## src/rtl/pipe_pkg.sv

```systemverilog
// Shared types and constants for the 5-stage MIPS pipeline sequencer.
package pipe_pkg;

    localparam int unsigned PIPE_REG_W = 5;
    localparam int unsigned ZERO_REG   = 0;

    typedef enum logic {
        StRun   = 1'b0,
        StDwait = 1'b1
    } state_e;

    // Enumerated in arbitration order; the DWAIT-only sources come last.
    typedef enum logic [2:0] {
        SrcNone    = 3'd0,
        SrcDmem    = 3'd1,
        SrcBranch  = 3'd2,
        SrcLoadUse = 3'd3,
        SrcJump    = 3'd4,
        SrcImem    = 3'd5,
        SrcDwait   = 3'd6,
        SrcTimeout = 3'd7
    } stall_src_e;

endpackage

```

## src/rtl/pipe_dwait_timer.sv

```systemverilog
// Saturating data-memory wait counter with clear, increment and terminal count.
module pipe_dwait_timer #(
    parameter int unsigned MAX = 15,
    parameter int unsigned CW  = $clog2(MAX + 1)
) (
    input  logic clk,
    input  logic rst_n,
    input  logic clr,
    input  logic inc,
    output logic tc
);

    logic [CW-1:0] count_q, count_d;

    always_ff @(posedge clk or negedge rst_n) begin
        if (!rst_n) begin
            count_q <= '0;
        end else begin
            count_q <= count_d;
        end
    end

    always_comb begin
        count_d = count_q;
        if (clr) begin
            count_d = '0;
        end else if (inc && (count_q != CW'(MAX))) begin
            count_d = count_q + 1'b1;
        end
    end

    assign tc = (count_q == CW'(MAX));

endmodule

```

## src/rtl/pipe_seq_ctrl.sv

```systemverilog
// Pipeline sequencer: stall arbitration and pipeline-register controls.
// Optional statistics counters are built when PIPE_STALL_STATS_EN is defined.
module pipe_seq_ctrl
    import pipe_pkg::*;
#(
    parameter int unsigned REG_W     = PIPE_REG_W,
    parameter int unsigned DWAIT_MAX = 15,
    parameter int unsigned CNT_W     = 32
) (
    input  logic             clk,
    input  logic             rst_n,
    input  logic [REG_W-1:0] if_id_rs,
    input  logic [REG_W-1:0] if_id_rt,
    input  logic             id_ex_mem_read,
    input  logic [REG_W-1:0] id_ex_rd,
    input  logic             branch_taken,
    input  logic             jump,
    input  logic             imem_ready,
    input  logic             dmem_req,
    input  logic             dmem_ready,
    output logic             pc_write,
    output logic             if_id_write,
    output logic             if_id_flush,
    output logic             id_ex_write,
    output logic             id_ex_bubble,
    output logic             ex_mem_write,
    output logic             ex_mem_bubble,
    output logic             mem_wb_write,
    output logic             bus_err,
    output logic [CNT_W-1:0] stall_cycles,
    output logic [CNT_W-1:0] flush_count
);

    state_e     state_q, state_d;
    stall_src_e stall_src;
    logic       bus_err_q, bus_err_d;
    logic       cnt_clr, cnt_inc, cnt_tc;
    logic       load_use;

    pipe_dwait_timer #(
        .MAX (DWAIT_MAX)
    ) u_dwait_timer (
        .clk   (clk),
        .rst_n (rst_n),
        .clr   (cnt_clr),
        .inc   (cnt_inc),
        .tc    (cnt_tc)
    );

    assign load_use = id_ex_mem_read && (id_ex_rd != REG_W'(ZERO_REG)) &&
                      ((id_ex_rd == if_id_rs) || (id_ex_rd == if_id_rt));

    always_ff @(posedge clk or negedge rst_n) begin
        if (!rst_n) begin
            state_q   <= StRun;
            bus_err_q <= 1'b0;
        end else begin
            state_q   <= state_d;
            bus_err_q <= bus_err_d;
        end
    end

    always_comb begin
        stall_src = SrcNone;
        if (state_q == StRun) begin
            if (dmem_req && !dmem_ready) begin
                stall_src = SrcDmem;
            end else if (branch_taken) begin
                stall_src = SrcBranch;
            end else if (load_use) begin
                stall_src = SrcLoadUse;
            end else if (jump) begin
                stall_src = SrcJump;
            end else if (!imem_ready) begin
                stall_src = SrcImem;
            end
        end else if (dmem_req && !dmem_ready) begin
            // A dropped request is treated as completion, so only a live wait gets here.
            stall_src = cnt_tc ? SrcTimeout : SrcDwait;
        end
    end

    always_comb begin
        state_d   = state_q;
        cnt_clr   = 1'b0;
        cnt_inc   = 1'b0;
        bus_err_d = 1'b0;
        unique case (stall_src)
            SrcDmem, SrcDwait: begin
                state_d = StDwait;
                cnt_inc = 1'b1;
            end
            SrcTimeout: begin
                state_d   = StRun;
                cnt_clr   = 1'b1;
                bus_err_d = 1'b1;
            end
            default: begin
                state_d = StRun;
                cnt_clr = 1'b1;
            end
        endcase
    end

    always_comb begin
        pc_write      = 1'b1;
        if_id_write   = 1'b1;
        if_id_flush   = 1'b0;
        id_ex_write   = 1'b1;
        id_ex_bubble  = 1'b0;
        ex_mem_write  = 1'b1;
        ex_mem_bubble = 1'b0;
        mem_wb_write  = 1'b1;
        unique case (stall_src)
            SrcDmem, SrcDwait: begin
                pc_write     = 1'b0;
                if_id_write  = 1'b0;
                id_ex_write  = 1'b0;
                ex_mem_write = 1'b0;
                mem_wb_write = 1'b0;
            end
            SrcBranch: begin
                if_id_flush   = 1'b1;
                id_ex_bubble  = 1'b1;
                ex_mem_bubble = 1'b1;
            end
            SrcLoadUse: begin
                pc_write     = 1'b0;
                if_id_write  = 1'b0;
                id_ex_bubble = 1'b1;
            end
            SrcJump: if_id_flush = 1'b1;
            SrcImem: begin
                pc_write    = 1'b0;
                if_id_flush = 1'b1;
            end
            SrcTimeout: ex_mem_bubble = 1'b1;
            default: ;
        endcase
        if (!rst_n) begin
            pc_write      = 1'b0;
            if_id_write   = 1'b0;
            if_id_flush   = 1'b0;
            id_ex_write   = 1'b0;
            id_ex_bubble  = 1'b0;
            ex_mem_write  = 1'b0;
            ex_mem_bubble = 1'b0;
            mem_wb_write  = 1'b0;
        end
    end

    assign bus_err = bus_err_q;

`ifdef PIPE_STALL_STATS_EN
    logic [CNT_W-1:0] stall_cycles_q, flush_count_q;

    always_ff @(posedge clk or negedge rst_n) begin
        if (!rst_n) begin
            stall_cycles_q <= '0;
            flush_count_q  <= '0;
        end else begin
            if (!pc_write) begin
                stall_cycles_q <= stall_cycles_q + 1'b1;
            end
            if (if_id_flush) begin
                flush_count_q <= flush_count_q + 1'b1;
            end
        end
    end

    assign stall_cycles = stall_cycles_q;
    assign flush_count  = flush_count_q;
`else
    assign stall_cycles = '0;
    assign flush_count  = '0;
`endif

endmodule

```

## config.mk

```make
export PLATFORM = sky130hd
export DESIGN_NAME = pipe_seq_ctrl
export DESIGN_NICKNAME = d
export VERILOG_FILES = /design/src/rtl/pipe_pkg.sv /design/src/rtl/pipe_dwait_timer.sv /design/src/rtl/pipe_seq_ctrl.sv
export SDC_FILE = /design/constraint.sdc
export NUM_CORES = 1
export LEC_CHECK = 0
export BUFFER_PORTS_ARGS = -buffer_cell sky130_fd_sc_hd__buf_2
export CORE_ASPECT_RATIO = 0.8
export CORE_MARGIN = 1
export CORE_UTILIZATION = 40
export CTS_BUF_LIST = sky130_fd_sc_hd__clkbuf_16
export CTS_CLUSTER_DIAMETER = 30
export DETAILED_ROUTE_END_ITERATION = 8
export PLACE_DENSITY = 0.87
export SYNTH_ARGS = -nofsm -noshare
export SYNTH_HDL_FRONTEND = slang
export SYNTH_SLANG_ARGS = --single-unit
```

## constraint.sdc

```tcl
create_clock -name clk -period 2.26 [get_ports clk]
set_clock_uncertainty 0.05 [all_clocks]
set_input_delay 0.113 -clock clk [delete_from_list [all_inputs] [get_ports clk]]
set_output_delay 0.113 -clock clk [all_outputs]
set_load 0.01 [all_outputs]
```

==> report_table.html <==
<table>
<tr><th>Metric</th><th>Value</th></tr>
<tr><th colspan="2">Detailed routing</th></tr>
<tr><td>Length of the first detailed-routing pass in iterations</td><td>3</td></tr>
<tr><td>Detailed-route wire length</td><td>~1500 um</td></tr>
<tr><td>Drt wl/cell</td><td>around 8.0 um</td></tr>
<tr><td>DRC errors left</td><td>0</td></tr>
<tr><td>DRT antenna net count</td><td>0</td></tr>
<tr><td>Routed vias</td><td>718</td></tr>
<tr><td>Number of DRC violations after detailed-routing iteration 0</td><td>14</td></tr>
<tr><td>Via-to-Cell Ratio</td><td>about 3.7</td></tr>
<tr><th colspan="2">Layout</th></tr>
<tr><td>Fraction of final layout cells with drive strength greater than 1</td><td>0.2516</td></tr>
<tr><td>Most common library cell in the layout ignoring fill and taps</td><td>conb_1</td></tr>
<tr><td>Commonest cells after routing, fill and taps aside</td><td>64 x conb_1, 31 x buf_2, 10 x xor2_1</td></tr>
<tr><td>Number of fillers in the final layout</td><td>~230</td></tr>
<tr><td>Net count, final</td><td>~190</td></tr>
<tr><td>Number of diodes added for antenna fixing</td><td>0</td></tr>
<tr><td>P&amp;R area growth vs syn</td><td>2.351%</td></tr>
<tr><th colspan="2">Global route</th></tr>
<tr><td>Met2 track utilization from global routing</td><td>0.2345</td></tr>
<tr><td>Routing layer with the top usage in global route</td><td>met2</td></tr>
<tr><td>Antenna violations before repair</td><td>0</td></tr>
<tr><td>Vias in the first global route</td><td>between 500 and 600</td></tr>
<tr><td>Global-route wire length before repair</td><td>2546 um</td></tr>
<tr><td>Tot GR Track Use</td><td>0.1264</td></tr>
<tr><td>GR Util met3</td><td>0.02755</td></tr>
<tr><td>Met1 track demand over resource in global routing</td><td>0.1388</td></tr>
<tr><td>Maximum number of pins on one net before global-route repair</td><td>13</td></tr>
<tr><td>Global route overflow</td><td>0</td></tr>
<tr><th colspan="2">Synth</th></tr>
<tr><td>Avg Synthesized Cell Area</td><td>approximately 8.0 um2</td></tr>
<tr><td>Number of enable-type register cells in the synthesized netlist</td><td>0</td></tr>
<tr><td>Cell type with the largest total area after synthesis</td><td>buf_4</td></tr>
<tr><td>Yosys top cell area share</td><td>0.4901</td></tr>
<tr><td>Post-Syn Area</td><td>1011 um2</td></tr>
<tr><td>Area contributors post-synth</td><td>buf_4 49%, dfrtp_1 15%, xor2_1 8.7%</td></tr>
<tr><td>Cells after synthesis</td><td>around 130</td></tr>
<tr><td>Count of cell types in the netlist</td><td>30</td></tr>
<tr><td>Seq/Total Area, Yosys</td><td>0.1485</td></tr>
<tr><td>Most used DFF post-synth</td><td>dfrtp_1</td></tr>
<tr><td>Total of warnings raised by yosys</td><td>0</td></tr>
<tr><td>Fraction of registers with async set/reset</td><td>1.000</td></tr>
<tr><td>FF+latch count, synth</td><td>6</td></tr>
<tr><th colspan="2">Pwr</th></tr>
<tr><td>Leakage Power</td><td>about 0.6 nW</td></tr>
<tr><td>Power Internal</td><td>381.9 uW</td></tr>
<tr><td>Sequential share of power</td><td>0.210</td></tr>
<tr><td>Combinational group share of total power</td><td>0.260</td></tr>
<tr><td>Final Power</td><td>approximately 540 uW</td></tr>
<tr><td>Clock group share of total power</td><td>0.530</td></tr>
<tr><td>Net Sw Frac</td><td>0.2899</td></tr>
<tr><td>Switching power of the nets</td><td>155.9 uW</td></tr>
<tr><td>Maximum VDD drop</td><td>roughly 0.19 mV</td></tr>
<tr><td>Power density normalized to cell area</td><td>just over 500 nW/um2</td></tr>
<tr><th colspan="2">Die</th></tr>
<tr><td>Number of rows in the core area</td><td>15</td></tr>
<tr><td>CORE AREA</td><td>2271 um2</td></tr>
<tr><td>Initial standard-cell utilization of the core</td><td>0.4452</td></tr>
<tr><td>Die Wd</td><td>a little under 60 um</td></tr>
<tr><td>Number of primary I/O pins</td><td>96</td></tr>
<tr><td>Die area</td><td>between 2000 and 3000 um2</td></tr>
<tr><td>Vertical extent of the die</td><td>46.97 um</td></tr>
<tr><th colspan="2">Min path</th></tr>
<tr><td>Worst hold path type</td><td>in -&gt; reg</td></tr>
<tr><th colspan="2">Clock network</th></tr>
<tr><td>Number of H-tree branching levels</td><td>1</td></tr>
<tr><td>Clock-pin slew of the registers on the worst-case setup and hold paths</td><td>roughly 0.030 ns</td></tr>
<tr><td>CTS resizes</td><td>0</td></tr>
<tr><td>Count of clock tree sinks</td><td>6</td></tr>
<tr><td>Count of hold buffers inserted by post-cts repair</td><td>1</td></tr>
<tr><td>Clock latency on the worst-skew pair</td><td>approximately 0.23 ns</td></tr>
<tr><td>Number of buffers inserted by post-CTS setup repair</td><td>0</td></tr>
<tr><td>Clock tree from TritonCTS</td><td>yes</td></tr>
<tr><td>Clk Tree Root Cell</td><td>clkbuf_16</td></tr>
<tr><td>Total CTS buffers</td><td>3</td></tr>
<tr><td>Largest buffer count on any clock path</td><td>2</td></tr>
<tr><th colspan="2">Job</th></tr>
<tr><td>Number of max-capacitance violations reported</td><td>0</td></tr>
<tr><th colspan="2">Timing</th></tr>
<tr><td>Final worst path period need</td><td>between 1.5 and 2 ns</td></tr>
<tr><td>Peak Freq</td><td>about 540 MHz</td></tr>
<tr><td>Number of failing hold endpoints at the final stage</td><td>0</td></tr>
<tr><td>Max Slew Vio Count</td><td>0</td></tr>
<tr><td>Setup repair after global routing missed its margin</td><td>no</td></tr>
<tr><td>Worst hold slack</td><td>0.1714 ns</td></tr>
<tr><td>Final setup violating endpoints</td><td>0</td></tr>
<tr><td>Worst path setup slack after routing</td><td>around 0.42 ns</td></tr>
<tr><td>Total negative setup slack</td><td>0 ns</td></tr>
<tr><td>Final cycle utilization of the critical path</td><td>0.8130</td></tr>
<tr><th colspan="2">Worst setup path</th></tr>
<tr><td>Critical path start-end classification</td><td>in -&gt; out</td></tr>
<tr><td>Cells traversed along the worst timing path</td><td>dlygate4sd3_1, buf_2, nand2_1, or3_1, o211ai_1, buf_2</td></tr>
<tr><td>Critical-path maximum fanout</td><td>12</td></tr>
<tr><td>CP max stage delay</td><td>about 0.52 ns</td></tr>
<tr><td>Most common cell on crit path</td><td>buf_2</td></tr>
<tr><td>Required time at the worst-slack endpoint</td><td>roughly 2.1 ns</td></tr>
<tr><td>Register-to-register setup slack</td><td>0.95 ns</td></tr>
<tr><td>Critical Path Start Type</td><td>input pin</td></tr>
<tr><td>Highest-delay cell along the critical path</td><td>dlygate4sd3_1</td></tr>
<tr><td>Arrival time at the worst endpoint</td><td>around 1.7 ns</td></tr>
<tr><td>Worst Setup End Kind</td><td>output pin</td></tr>
<tr><th colspan="2">Outcome</th></tr>
<tr><td>Status</td><td>completed</td></tr>
<tr><th colspan="2">Placed design</th></tr>
<tr><td>Post-DP HPWL</td><td>1367 um</td></tr>
<tr><td>Post-Place Setup Slack</td><td>0.6905 ns</td></tr>
<tr><td>Number of buffers added on ports</td><td>31</td></tr>
<tr><td>Global placement routability congestion</td><td>~0.74</td></tr>
</table>
critical path, delay by kind of cell:
kind | cells | cell delay (ns)
compound gates | 1 | 0.16
buf+inv | 3 | 0.92
simple gates | 2 | 0.48
synthesized netlist by cell type, types with 3 or more instances:
cell and number:
buf_4 66, xor2_1 10, nor2_1 8, dfrtp_1 6
nand2_1 5, nor3_1 4, nand3_1 3, nor2b_1 3
state kept, by name, indices dropped and copies added (netlist names):
register and cells:
state_q 1, bus_err 1, u_dwait_timer.count_q 4
through the flow:
stage | utilization | instances | area, um2
2_1_floorplan | - | 190 | 1247
3_3_place_gp | 0.4182 | 189 | 949.7
3_5_place_dp | 0.4182 | 189 | 949.7
4_1_cts | 0.4556 | 193 | 1035
5_1_grt | 0.4556 | 193 | 1035
6_report | 0.4556 | 193 | 1035
per-layer routing:
layer	wire length (um)	vias up
met5	0	-
met1	591	315
met2	789	48
met3	123	5
li1	-	350
met4	40	0
power groups by stage:
| stage | Sequential (mW) | Combinational (mW) | Clock [mW] |
|---|---|---|---|
| 2_1_floorplan | 0.114 | 0.178 | 0 |
| 3_3_place_gp | 0.114 | 0.134 | 0 |
| 3_5_place_dp | 0.114 | 0.137 | 0 |
| 4_1_cts | 0.113 | 0.139 | 0.292 |
| 5_1_grt | 0.114 | 0.160 | 0.297 |
| 6_report | 0.113 | 0.140 | 0.285 |
final timing paths:
| kind | startpoint | end | cells after the start |
|---|---|---|---|
| max in group asynchronous | rst_n | u_dwait_timer.count_q[1] | 2 |
| max | rst_n | if_id_write | 6 |
| min in group asynchronous | rst_n | bus_err | 2 |
| min reg2reg | u_dwait_timer.count_q[1] | u_dwait_timer.count_q[1] | 2 |
| max reg2reg | u_dwait_timer.count_q[0] | u_dwait_timer.count_q[2] | 4 |
| min | dmem_req | bus_err | 3 |
kinds of logic after synthesis:
group,count (synthesis),synth area share
buffers and inverters,67,0.4938
AND/OR/NAND/NOR,31,0.1572
XOR/XNOR,11,0.09529
AO/OA/AOI/OAI,9,0.07921
flip-flops,6,0.1485
adder cells (fa/ha/maj),1,0.01237
other,1,0.003709
multiplexers,1,0.009901
final cells by class:
class,instances,area [um2],share of cell area
clock buffers,3,75.07,0.07255
inverters,1,3.754,0.003628
multi-input cells,117,598.1,0.5780
flip-flops and latches,6,150.1,0.1451
well taps,34,42.54,0.04111
repair buffers,32,165.2,0.1596
Note: power is estimated with default switching activity, not from simulation.
